## config.mk

```make
export PLATFORM = sky130hd
export DESIGN_NAME = baud_generator_frac
export DESIGN_NICKNAME = d
export VERILOG_FILES = /design/src/rtl/baud_gen_pkg.sv /design/src/rtl/baud_generator_frac_period.sv /design/src/rtl/baud_generator_frac.sv
export SDC_FILE = /design/constraint.sdc
export NUM_CORES = 1
export LEC_CHECK = 0
export CAP_MARGIN = 10
export CORE_MARGIN = 1
export CORE_UTILIZATION = 48
export DETAILED_ROUTE_END_ITERATION = 7
export DONT_BUFFER_PORTS = 1
export PLACE_DENSITY = 0.68
export SYNTH_ARGS = -nofsm -noshare
export SYNTH_HDL_FRONTEND = slang
export SYNTH_SLANG_ARGS = --single-unit
```

## constraint.sdc

```tcl
create_clock -name clk_i -period 6.6 [get_ports clk_i]
set_input_delay 1.65 -clock clk_i [delete_from_list [all_inputs] [get_ports clk_i]]
set_output_delay 1.65 -clock clk_i [all_outputs]
set_load 0.01 [all_outputs]
```

## src/rtl/baud_gen_pkg.sv

```systemverilog
// Shared types and constants for the fractional baud generator: FSM state,
// standard baud rates and the clock-to-divisor helper.
package baud_gen_pkg;

    typedef enum logic [1:0] {
        ST_IDLE   = 2'd0,
        ST_RELOAD = 2'd1,
        ST_RUN    = 2'd2
    } baud_state_e;

    localparam longint unsigned BAUD_9600   = 64'd9600;
    localparam longint unsigned BAUD_19200  = 64'd19200;
    localparam longint unsigned BAUD_115200 = 64'd115200;
    localparam longint unsigned BAUD_256000 = 64'd256000;

    localparam longint unsigned DEFAULT_CLK_FREQ_HZ = 64'd50_000_000;
    localparam longint unsigned DEFAULT_OVERSAMPLE  = 64'd16;
    localparam int unsigned     DEFAULT_FRAC_WIDTH  = 4;

    // Combined divisor {int,frac} in units of 1/2^frac_width cycle, rounded down.
    function automatic longint unsigned calc_divisor(
        input longint unsigned clk_hz,
        input longint unsigned baud,
        input longint unsigned oversample,
        input int unsigned     frac_width
    );
        return (clk_hz << frac_width) / (baud * oversample);
    endfunction

    localparam longint unsigned DEFAULT_DIVISOR =
        calc_divisor(DEFAULT_CLK_FREQ_HZ, BAUD_9600, DEFAULT_OVERSAMPLE, DEFAULT_FRAC_WIDTH);
    localparam int unsigned DEFAULT_DIV_INT  = int'(DEFAULT_DIVISOR >> DEFAULT_FRAC_WIDTH);
    localparam int unsigned DEFAULT_DIV_FRAC = int'(DEFAULT_DIVISOR & ((64'd1 << DEFAULT_FRAC_WIDTH) - 64'd1));

endpackage

```

## src/rtl/baud_generator_frac_period.sv

```systemverilog
// frac_period_counter: sample-period down-counter with a fractional accumulator
// that stretches a period by one cycle whenever its closing accumulation carries.
module frac_period_counter #(
    parameter int unsigned INT_W  = 16,
    parameter int unsigned FRAC_W = 4
) (
    input  logic              clk_i,
    input  logic              rst_ni,
    input  logic              clear_i,
    input  logic              load_i,
    input  logic              run_i,
    input  logic [INT_W-1:0]  div_int_i,
    input  logic [FRAC_W-1:0] div_frac_i,
    output logic              tick_o
);

    logic [INT_W-1:0]  cnt_q;
    logic [FRAC_W-1:0] acc_q;
    logic [FRAC_W-1:0] acc_next;
    logic              long_period;

    // The upcoming period is long when the accumulation that will end it
    // carries out; a + b overflows exactly when a > ~b.
    always_comb begin
        acc_next    = acc_q + div_frac_i;
        long_period = (acc_next > ~div_frac_i);
    end

    assign tick_o = run_i && (cnt_q == '0);

    // Load value is one short because the cycle of the load itself counts.
    always_ff @(posedge clk_i or negedge rst_ni) begin
        if (!rst_ni) begin
            cnt_q <= '0;
            acc_q <= '0;
        end else if (clear_i) begin
            cnt_q <= '0;
            acc_q <= '0;
        end else if (load_i) begin
            cnt_q <= div_int_i - INT_W'(2);
            acc_q <= '0;
        end else if (tick_o) begin
            cnt_q <= div_int_i - INT_W'(1) + INT_W'(long_period);
            acc_q <= acc_next;
        end else if (run_i) begin
            cnt_q <= cnt_q - INT_W'(1);
        end
    end

endmodule

```

## src/rtl/baud_generator_frac.sv

```systemverilog
// Fractional baud generator: registered oversample and bit strobes from a
// runtime divisor. Define BAUD_GEN_PRESET_EN to add the preset-table ports.
module baud_generator_frac
    import baud_gen_pkg::*;
#(
    parameter int unsigned TOP_CLK_FREQ_HZ = 50_000_000,
    parameter int unsigned OVERSAMPLE      = 16,
    parameter int unsigned DIV_INT_WIDTH   = 16,
    parameter int unsigned DIV_FRAC_WIDTH  = 4
) (
    input  logic                      clk_i,
    input  logic                      rst_ni,
    input  logic                      enable_i,
    input  logic                      cfg_valid_i,
    output logic                      cfg_ready_o,
    input  logic [DIV_INT_WIDTH-1:0]  div_int_i,
    input  logic [DIV_FRAC_WIDTH-1:0] div_frac_i,
    output logic                      sample_en_o,
    output logic                      bit_en_o,
    output logic [DIV_INT_WIDTH-1:0]  div_int_o,
    output logic [DIV_FRAC_WIDTH-1:0] div_frac_o,
`ifdef BAUD_GEN_PRESET_EN
    input  logic                      preset_use_i,
    input  logic [1:0]                preset_sel_i,
`endif
    output baud_state_e               state_o
);

    localparam int unsigned OS_W = $clog2(OVERSAMPLE);
    localparam logic [OS_W-1:0] OS_LAST = OS_W'(OVERSAMPLE - 1);

    localparam longint unsigned RST_DIVISOR =
        calc_divisor(TOP_CLK_FREQ_HZ, BAUD_9600, OVERSAMPLE, DIV_FRAC_WIDTH);
    localparam logic [DIV_INT_WIDTH-1:0]  RST_DIV_INT  = DIV_INT_WIDTH'(RST_DIVISOR >> DIV_FRAC_WIDTH);
    localparam logic [DIV_FRAC_WIDTH-1:0] RST_DIV_FRAC = DIV_FRAC_WIDTH'(RST_DIVISOR);
    localparam logic [DIV_INT_WIDTH-1:0]  MIN_DIV_INT  = DIV_INT_WIDTH'(2);

`ifdef BAUD_GEN_PRESET_EN
    localparam longint unsigned PRE_DIV_0 = calc_divisor(TOP_CLK_FREQ_HZ, BAUD_9600,   OVERSAMPLE, DIV_FRAC_WIDTH);
    localparam longint unsigned PRE_DIV_1 = calc_divisor(TOP_CLK_FREQ_HZ, BAUD_19200,  OVERSAMPLE, DIV_FRAC_WIDTH);
    localparam longint unsigned PRE_DIV_2 = calc_divisor(TOP_CLK_FREQ_HZ, BAUD_115200, OVERSAMPLE, DIV_FRAC_WIDTH);
    localparam longint unsigned PRE_DIV_3 = calc_divisor(TOP_CLK_FREQ_HZ, BAUD_256000, OVERSAMPLE, DIV_FRAC_WIDTH);
`endif

    baud_state_e               state_q, state_d;
    logic [DIV_INT_WIDTH-1:0]  div_int_q;
    logic [DIV_FRAC_WIDTH-1:0] div_frac_q;
    logic [DIV_INT_WIDTH-1:0]  req_int;
    logic [DIV_FRAC_WIDTH-1:0] req_frac;
    logic [DIV_INT_WIDTH-1:0]  req_int_clamped;
    logic [OS_W-1:0]           os_cnt_q;
    logic                      sample_en_q;
    logic                      bit_en_q;
    logic                      cfg_accept;
    logic                      tick;

    // Handshake: a divisor transfers on any edge where cfg_valid_i && cfg_ready_o;
    // ready drops only during the single RELOAD cycle, valid may be held freely.
    assign cfg_ready_o = (state_q != ST_RELOAD);
    assign cfg_accept  = cfg_valid_i && cfg_ready_o;

    always_comb begin
        req_int  = div_int_i;
        req_frac = div_frac_i;
`ifdef BAUD_GEN_PRESET_EN
        if (preset_use_i) begin
            unique case (preset_sel_i)
                2'b00: begin req_int = DIV_INT_WIDTH'(PRE_DIV_0 >> DIV_FRAC_WIDTH); req_frac = DIV_FRAC_WIDTH'(PRE_DIV_0); end
                2'b01: begin req_int = DIV_INT_WIDTH'(PRE_DIV_1 >> DIV_FRAC_WIDTH); req_frac = DIV_FRAC_WIDTH'(PRE_DIV_1); end
                2'b10: begin req_int = DIV_INT_WIDTH'(PRE_DIV_2 >> DIV_FRAC_WIDTH); req_frac = DIV_FRAC_WIDTH'(PRE_DIV_2); end
                2'b11: begin req_int = DIV_INT_WIDTH'(PRE_DIV_3 >> DIV_FRAC_WIDTH); req_frac = DIV_FRAC_WIDTH'(PRE_DIV_3); end
            endcase
        end
`endif
        req_int_clamped = (req_int < MIN_DIV_INT) ? MIN_DIV_INT : req_int;
    end

    // Dropping enable wins over an accept; the divisor is still captured below.
    always_comb begin
        state_d = state_q;
        unique case (state_q)
            ST_IDLE:   if (enable_i) state_d = ST_RELOAD;
            ST_RELOAD: state_d = enable_i ? ST_RUN : ST_IDLE;
            ST_RUN: begin
                if (!enable_i)       state_d = ST_IDLE;
                else if (cfg_accept) state_d = ST_RELOAD;
            end
            default:   state_d = ST_IDLE;
        endcase
    end

    frac_period_counter #(
        .INT_W  (DIV_INT_WIDTH),
        .FRAC_W (DIV_FRAC_WIDTH)
    ) u_period (
        .clk_i      (clk_i),
        .rst_ni     (rst_ni),
        .clear_i    (state_q == ST_IDLE),
        .load_i     (state_q == ST_RELOAD),
        .run_i      (state_q == ST_RUN),
        .div_int_i  (div_int_q),
        .div_frac_i (div_frac_q),
        .tick_o     (tick)
    );

    always_ff @(posedge clk_i or negedge rst_ni) begin
        if (!rst_ni) begin
            state_q     <= ST_IDLE;
            div_int_q   <= RST_DIV_INT;
            div_frac_q  <= RST_DIV_FRAC;
            os_cnt_q    <= '0;
            sample_en_q <= 1'b0;
            bit_en_q    <= 1'b0;
        end else begin
            state_q <= state_d;
            if (cfg_accept) begin
                div_int_q  <= req_int_clamped;
                div_frac_q <= req_frac;
            end
            // A tick on the edge that leaves RUN is dropped so IDLE/RELOAD stay quiet.
            sample_en_q <= tick && (state_d == ST_RUN);
            bit_en_q    <= tick && (state_d == ST_RUN) && (os_cnt_q == OS_LAST);
            if (state_q != ST_RUN) begin
                os_cnt_q <= '0;
            end else if (tick) begin
                os_cnt_q <= (os_cnt_q == OS_LAST) ? '0 : os_cnt_q + OS_W'(1);
            end
        end
    end

    assign sample_en_o = sample_en_q;
    assign bit_en_o    = bit_en_q;
    assign div_int_o   = div_int_q;
    assign div_frac_o  = div_frac_q;
    assign state_o     = state_q;

endmodule
```

Yosys cells after proc, flatten, opt, wreduce, memory -nomap -nowiden
Cells that the tools add are included.
- $add $sub $neg: 6
- $mul: 0
- divide/modulo/power cells: 0
- $lt $le $gt $ge: 2
- eq/ne operators: 6
- shift-type cells: 0
- multiplexer cells: 16
- bitwise operators: 1
- reduce and logical (&&, ||, !) cells: 9
- operators with widths (operator ; number):
    16-bit 2-to-1 mux ; 5
    16-bit by 1-bit subtractor with 16-bit output, second input constant ; 2
    4-bit 2-to-1 mux ; 6
    16-bit by 1-bit adder with 16-bit output ; 1
    16-bit logical NOT ; 1
    16-bit by 2-bit less-than comparator with 1-bit output, second input constant ; 1
    16-bit by 2-bit subtractor with 16-bit output, second input constant ; 1
    2-bit 2-to-1 mux ; 4
    2-bit case mux with 3 select lines ; 1
    4-bit by 1-bit adder with 4-bit output, second input constant ; 1
    4-bit adder ; 1
    2-bit equality test, second input constant ; 2
    4-bit equality test, second input constant ; 1
    4-bit greater-than comparator ; 1
    1-bit logical AND ; 4
    4-bit NOT ; 1
    4-bit nonzero test ; 1
    3-bit nonzero test ; 1
    2-bit by 1-bit equality test with 1-bit output, second input constant ; 1
    2-bit logical NOT ; 1
    2-bit by 1-bit != test with 1-bit output, second input constant ; 1
    2-bit != test, second input constant ; 1
    2-bit nonzero test ; 1
- register bits: 48
- latch bits: 0
- bits in writable memories: 0
- memory bits (read-only): 0
- input bits: 24
- memories kept: 0

Depth between registers and ports, before layout
Gate-level depths: netlist (run 1).
- word-level depth: 8
- depth in mapped cells: 15

Modules after synthesis
Synthesis (run 1) repeated with hierarchy kept, for this count alone.
- cells, all modules: 364
- area, all modules: 3449.6 µm²
- by module, submodules not included (module ; instances ; cells each ; area each (µm²)):
    frac_period_counter ; 1 ; 278 ; 2218.4
    baud_generator_frac ; 1 ; 86 ; 1231.2

Worst setup path after synthesis (run 1)
Ideal clock, no wire load.
- path type: register to register
- start point: reg div_frac_q[0] (netlist: div_frac_o[0])
- end point: reg u_period.cnt_q[10]
- arrival: 3.120 ns
- setup slack: 3.359 ns
- cell stages (with the launch flop): 16
- cells stage by stage: dfrtp_1 ha_1 fa_1 ha_1 nor2b_1 o21ai_0 nand2b_1 a21oi_1 a41o_1 ha_1 ha_1 nor3b_2 nand3_1 xor2_1 a21oi_1 a22o_1
- longest elaborated chain between the ends: 6
- RTL lines (element ; RTL line ; RTL):
    from (decl) ; baud_generator_frac.sv:47 ; logic [DIV_FRAC_WIDTH-1:0] div_frac_q;
    from (signal assigned) ; baud_generator_frac.sv:118 ; div_frac_q <= req_frac;
    4-bit adder / 4-bit NOT (equally long branches) ; baud_generator_frac_period.sv:25, baud_generator_frac_period.sv:26 ;
    4-bit greater-than comparator (*) ; baud_generator_frac_period.sv:26 ; long_period = (acc_next > ~div_frac_i);
    16-bit by 1-bit adder with 16-bit output (*) ; baud_generator_frac_period.sv:43 ; cnt_q <= div_int_i - INT_W'(1) + INT_W'(long_period);
    16-bit 2-to-1 mux (*) ; baud_generator_frac_period.sv:42 ; end else if (tick_o) begin
    16-bit 2-to-1 mux (*) ; baud_generator_frac_period.sv:39 ; end else if (load_i) begin
    16-bit 2-to-1 mux (*) ; baud_generator_frac_period.sv:36 ; end else if (clear_i) begin
    to (signal assigned) ; baud_generator_frac_period.sv:40 ; cnt_q <= div_int_i - INT_W'(2);
    to (signal assigned) ; baud_generator_frac_period.sv:43 ;
    to (signal assigned) ; baud_generator_frac_period.sv:46 ; cnt_q <= cnt_q - INT_W'(1);
    to (decl) ; baud_generator_frac_period.sv:17 ; logic [INT_W-1:0] cnt_q;
Every way passes the cells marked *; elsewhere a longest branch is shown, timed or not.
A chain may end at the register's enable or synchronous reset.

Worst setup path after layout (run 1)
- start point: reg div_frac_q[0] (netlist: div_frac_o[0])
- end point: reg u_period.cnt_q[12]
Same word-level chain as after synthesis.

==> results.cfg, run 1 <==
[cts]
postCtsHoldBufs = 0
cts_max_level = 2
clkTransAtPathRegs_ns = 0.10
clk_latency_ns = 0.31
cts_tree = done
clock-sinks = 48
clock-root-buffer = clkbuf_8
numCtsBuffers = 5
clockBufferDepth = 2
cts_setup_buffers = 0
cts_resized = 0

[sta]
skew_ns = 0.0109
timing_worst_slew_pin_value_ns = 0.878
drv_slew = 0
slew_headroom_pct = 41.3
max_freq_mhz = 279
rsz0062_at_grt = no
whs_ns = 0.558
final-hold-violation-count = 0
min_period_over_period_pct = 54.3
setup_violations = 0
fin_setup_tns_ns = 0
min_period_ns = 3.58

[layout]
final_core_util_pct = 52.6
syn2layout_area_growth_pct = 3.72
fin_nets = 376
diodes = 0
drive_gt1_share_pct = 13.6
fillCellCount = 588

[detailed_routing]
viasPerCell = 5.98
first_iter_violations = 203
first_pass_iters = 6
wl_per_cell_um = 16.9
drc = 0
ant_nets = 0
wirelength_mm = 7.03
routed-via-count = 2480

[setup_path]
arrival_ns = 3.79
r2r_cells = 15
worstPathMaxFanout = 7
ff2ff_setup_slack_ns = 3.02
start_kind = flip-flop
cp.required_ns = 6.81
crit_type = reg -> reg
end_kind = flip-flop

[logic_synthesis]
yosysSeqAreaShare_pct = 36.7
ys_ff_latch = 48
synth_edf_count = 0
yosysUniqueCellTypes = 54
syn_nets = 386
async_reset_ff_share_pct = 100
yosysWarnings = 0
syn_inst = 347
synthFlopType = dfrtp_1
syn-cell-area_mm2 = 0.00329
avgSynthCellArea_um2 = 9.49

[floorplan]
start_util_pct = 50.7
die_y_um = 84.8
dieArea_mm2 = 0.00720
pin_count = 49
die_x_um = 84.8
placeableCoreArea_mm2 = 0.00649
num_rows = 29

[hold_path]
worstHoldPathType = reg -> reg
hold_depth = 2

[global_routing]
grt.overflow.total = 0
grt_util_all_layers_pct = 21.5
first_global_vias = 2439
grt_pass1_wl_mm = 12.2
antenna_found_initial = 0
grt_max_degree = 49

[status]
outcome = finished clean

[pwr]
leakage_nw = 1.35
powerDensity_mw_per_mm2 = 268
totalPowerFinal_w = 0.000915
ir_drop_v = 0.000179

[run]
cap_viol_max_count = 0

[placed_design]
port_buffers = 0
gp_congestion = 0.803
place_hpwl_mm = 5.17
worst max-delay path, stage by stage (launching register included):
cell and delay, ns:
dfrtp_1 0.47, ha_1 0.27, fa_1 0.47, ha_1 0.30
nor2b_1 0.13, o21ai_0 0.16, nand2b_1 0.08, a21oi_1 0.14
a41o_1 0.12, ha_1 0.16, ha_1 0.18, nor3b_2 0.41
nand3_1 0.15, xor2_1 0.18, o22ai_1 0.11, a21o_1 0.16
metal layers:
metal  vias to the layer above  global-route usage (%)  part of all wire, %
met2                        66                    33.0                   45
met1                      1189                    31.0                   49
met3                         5                    4.67                  5.0
met4                         0                    5.08                 0.84
li1                       1220                       -                    -
met5                         -                       0                    0
flip-flops by register name, indices dropped and copies added (netlist names):
register and cells:
os_cnt_q 4, div_int_o 16, state_o 2, u_period.cnt_q 16, bit_en_o 1, div_frac_o 4, sample_en_o 1, u_period.acc_q 4
Yosys cell counts (2+ instances only):
cell / count / area [um^2]
a32o_1: 7 / 70.1
dfrtp_1: 43 / 1080
nand2b_1: 9 / 56.3
nor4_1: 6 / 37.5
buf_2: 2 / 10.0
mux2_2: 18 / 203
nand4_1: 10 / 62.6
a21boi_1: 4 / 30.0
o211ai_1: 2 / 15.0
nor2_1: 12 / 45.0
nor4_4: 3 / 63.8
o21ai_1: 8 / 40.0
nor3b_2: 2 / 25.0
xnor2_1: 15 / 131
ha_1: 14 / 175
nor3b_1: 2 / 15.0
nand2_1: 50 / 188
xor2_1: 28 / 245
nor3_2: 2 / 20.0
nor2b_1: 5 / 31.3
a21o_1: 4 / 30.0
o22ai_1: 3 / 18.8
nor4_2: 2 / 25.0
and4_1: 2 / 17.5
a21oi_1: 9 / 45.0
nand3_1: 11 / 55.1
clkbuf_1: 16 / 60.1
or4_1: 2 / 15.0
o221ai_1: 2 / 17.5
o21ai_0: 15 / 75.1
inv_1: 9 / 33.8
dfstp_2: 5 / 131
a22o_1: 3 / 26.3
nor3_1: 2 / 10.0
cells in the final DEF (no fill, tap or decap), types with 9 or more instances in the layout:
master / n
dfrtp_1: 43
nor2_1: 12
nand2_1: 50
mux2_2: 18
ha_1: 14
nand3_1: 11
nand2b_1: 9
a21oi_1: 9
xor2_1: 28
o21ai_0: 15
inv_1: 9
nand4_1: 10
xnor2_1: 15
path summary, 6_finish.rpt:
kind,startpoint,endpoint
worst max-delay path,div_frac_o[0],u_period.cnt_q[12]
worst min-delay path,u_period.acc_q[2],u_period.acc_q[2]
worst max register to register,div_frac_o[0],u_period.cnt_q[12]
worst min register to register,u_period.acc_q[2],u_period.acc_q[2]
max in group asynchronous,rst_ni,div_int_o[2]
min in group asynchronous,rst_ni,state_o[0]
cell families (layout without fill, tap and decap cells):
kind of cell	after synthesis	after routing	synth area share (%)
AOI/OAI and AO/OA	65	65	13.1
adders and majority gates	15	15	5.92
and+or+nand+nor	129	129	23.2
xor gates and xnor gates	43	43	11.4
muxes	18	18	6.15
buffers and inverters	29	20	3.49
DFF	48	48	36.7
final cells by class:
cell class	count	area (um^2)	share of cell area [%]
well taps	77	96.3	2.82
repair buffers	3	22.5	0.659
inverters	9	33.8	0.989
multi-input cells	270	1970	57.7
clock buffers	7	76.3	2.23
clock inverters	1	8.76	0.256
flip-flops and latches	48	1210	35.3
metrics by stage:
step,setup slack [ns],instance area (um^2),instances
floorplan,3.36,3290,347
global placement,3.14,3330,407
detailed placement,3.03,3330,407
CTS,3.00,3420,415
global route,2.75,3420,415
finish,3.02,3420,415
power by group:
part / total (W) / internal, W / leakage, nW / switching [W]
sequential: 0.000419 / 0.000336 / 0.605 / 0.0000827
clock: 0.000180 / 0.0000760 / 0.0424 / 0.000104
combinational: 0.000316 / 0.000141 / 0.701 / 0.000175
total: 0.000915 / 0.000553 / 1.35 / 0.000361
Note: power is estimated with default switching activity, not from simulation.
==> run 2: changes to the inputs <==
==> constraint.sdc (replaced) <==
create_clock -name clk_i -period 3.35 [get_ports clk_i]
set_input_delay 0.8375 -clock clk_i [delete_from_list [all_inputs] [get_ports clk_i]]
set_output_delay 0.8375 -clock clk_i [all_outputs]
set_load 0.01 [all_outputs]
==> run 2 against run 1 <==
The flow now finishes with violations (design-rule violations); cell count grew 1.4%; combinational power increased by 110%; sequential cell count is the same; critical path type unchanged; largest cell class unchanged.
==> results.cfg, run 2 (synthesis results as in run 1) <==
[sta]
skew_ns = 0.0111
fin_setup_tns_ns = 0
whs_ns = 0.206
rsz0062_at_grt = yes
min_period_over_period_pct = 98.6
max_freq_mhz = 303
setup_violations = 0
slew_headroom_pct = 42.4
min_period_ns = 3.30
final-hold-violation-count = 0
timing_worst_slew_pin_value_ns = 0.863
drv_slew = 0

[cts]
clkTransAtPathRegs_ns = 0.10
clock-sinks = 48
numCtsBuffers = 5
cts_tree = done
clk_latency_ns = 0.31
cts_max_level = 2
clock-root-buffer = clkbuf_8
clockBufferDepth = 2
postCtsHoldBufs = 0

[placed_design]
place_hpwl_mm = 5.31
placed_cells = 412
gp_congestion = 0.825
place_area_mm2 = 0.00337
port_buffers = 0

[layout]
layout_common_cells = 50 x nand2_1, 43 x dfrtp_1, 28 x xor2_1, 18 x mux2_2, 15 x xnor2_1
final_cell_area_mm2 = 0.00354
diodes = 0
fin_nets = 382
syn2layout_area_growth_pct = 7.41
multiInputGateArea_mm2 = 0.00200
seqCellArea_mm2 = 0.00121
final_common_cell = nand2_1
fillCellCount = 571
drive_gt1_share_pct = 17.2
stdcell_count = 421
final_core_util_pct = 54.5

[global_routing]
grt_max_degree = 49
first_global_vias = 2423
grt_pass1_wl_mm = 12.2
grt.overflow.total = 0
antenna_found_initial = 0
grt_util_all_layers_pct = 21.6

[detailed_routing]
wirelength_mm = 7.42
viasPerCell = 6.07
first_pass_iters = 6
routed-via-count = 2556
first_iter_violations = 175
wl_per_cell_um = 17.6
ant_nets = 0
drc = 1

[pwr]
powerDensity_mw_per_mm2 = 568
ir_drop_v = 0.000353
leakage_nw = 1.40

[floorplan]
placeableCoreArea_mm2 = 0.00649
pin_count = 49
num_rows = 29
start_util_pct = 50.7
die_y_um = 84.8
die_x_um = 84.8
dieArea_mm2 = 0.00720

[setup_path]
start_kind = flip-flop
end_kind = flip-flop
arrival_ns = 3.51
cp.required_ns = 3.56
worstPathMaxFanout = 7
crit_type = reg -> reg

[status]
violations = design-rule violations
outcome = finished, violations left

[hold_path]
worstHoldPathType = in -> async

[run]
cap_viol_max_count = 0
## run 2: cell types whose count changed in the layout (fill, tap and decap cells not counted), sizes merged
cell | before | now
clkbuf | 7 | 5
inv | 9 | 10
clkinv | 1 | 0
buf | 3 | 9
bufinv | 0 | 2
## run 2: final timing paths
| check | to | startpoint | cells after the start | slack, ns |
|---|---|---|---|---|
| worst max register to register | u_period.cnt_q[10] | u_period.acc_q[0] | 16 | 0.05 |
| worst min register to register | u_period.acc_q[2] | u_period.acc_q[2] | 2 | 0.56 |
| min in group clk_i | u_period.acc_q[2] | u_period.acc_q[2] | 2 | 0.56 |
| worst min-delay path | state_o[1] | rst_ni | 0 | 0.21 |
| max in group asynchronous | div_int_o[2] | rst_ni | 0 | 2.95 |
| worst max-delay path | u_period.cnt_q[10] | u_period.acc_q[0] | 16 | 0.05 |
## run 2: layout make-up
class                           instances  area share (%)
Clock inverter                          3            1.94
Inverter                                9           0.955
Clock buffer                            5            1.94
Timing Repair Buffer                    9            1.91
Sequential cell                        48            34.1
Multi-Input combinational cell        270            56.4
Tap cell                               77            2.72
## run 2: critical path: stages, from the launching register on
cell and delay, ns:
dfrtp_1 0.41, ha_2 0.20, fa_1 0.48, ha_1 0.32, nor2b_1 0.14, o21ai_1 0.13, nand2b_1 0.09, a21oi_2 0.13
a41o_1 0.11, ha_2 0.19, ha_4 0.12, nor3b_2 0.14, buf_4 0.17, nand3_1 0.09, xor2_1 0.18, a21oi_1 0.09
a22o_1 0.21
## run 2: power by group
group / switching (W) / leakage (nW) / total [W] / internal [W]
Sequential: 0.000169 / 0.605 / 0.000831 / 0.000662
Clock: 0.000218 / 0.0687 / 0.000519 / 0.000301
Combinational: 0.000356 / 0.727 / 0.000660 / 0.000303
Total: 0.000743 / 1.40 / 0.00201 / 0.00127
## run 2: per-layer routing
metal	vias to the layer above	wire, um	GRT usage, %
met3	4	397	5.54
met4	0	34	3.85
met2	72	3410	33.4
li1	1237	-	-
met5	-	0	0
met1	1243	3580	31.1
## run 2: what timing repair did
action | in CTS | in global routing
setup buffers | 0 | 1
setup endpoints to repair | 0 | 11
resized for setup | 0 | 7
## run 2: stage by stage
| stage | setup WS (ns) | total power, W |
|---|---|---|
| after floorplan | 0.109 | 0.00132 |
| after global placement | 0.142 | 0.00146 |
| after detailed placement | 0.0259 | 0.00147 |
| after CTS | 0.0136 | 0.00199 |
| after global routing | -0.102 | 0.00212 |
| final | 0.0464 | 0.00201 |
==> run 3: changes to the inputs <==
--- a/config.mk
+++ b/config.mk
@@ -8,6 +8,7 @@
 export CAP_MARGIN = 10
 export CORE_MARGIN = 1
 export CORE_UTILIZATION = 48
+export CTS_CLUSTER_SIZE = 24
 export DETAILED_ROUTE_END_ITERATION = 7
 export DONT_BUFFER_PORTS = 1
 export PLACE_DENSITY = 0.68
==> results of run 3 <==
The final DEF is identical to that of run 2; final timing and power are the same.
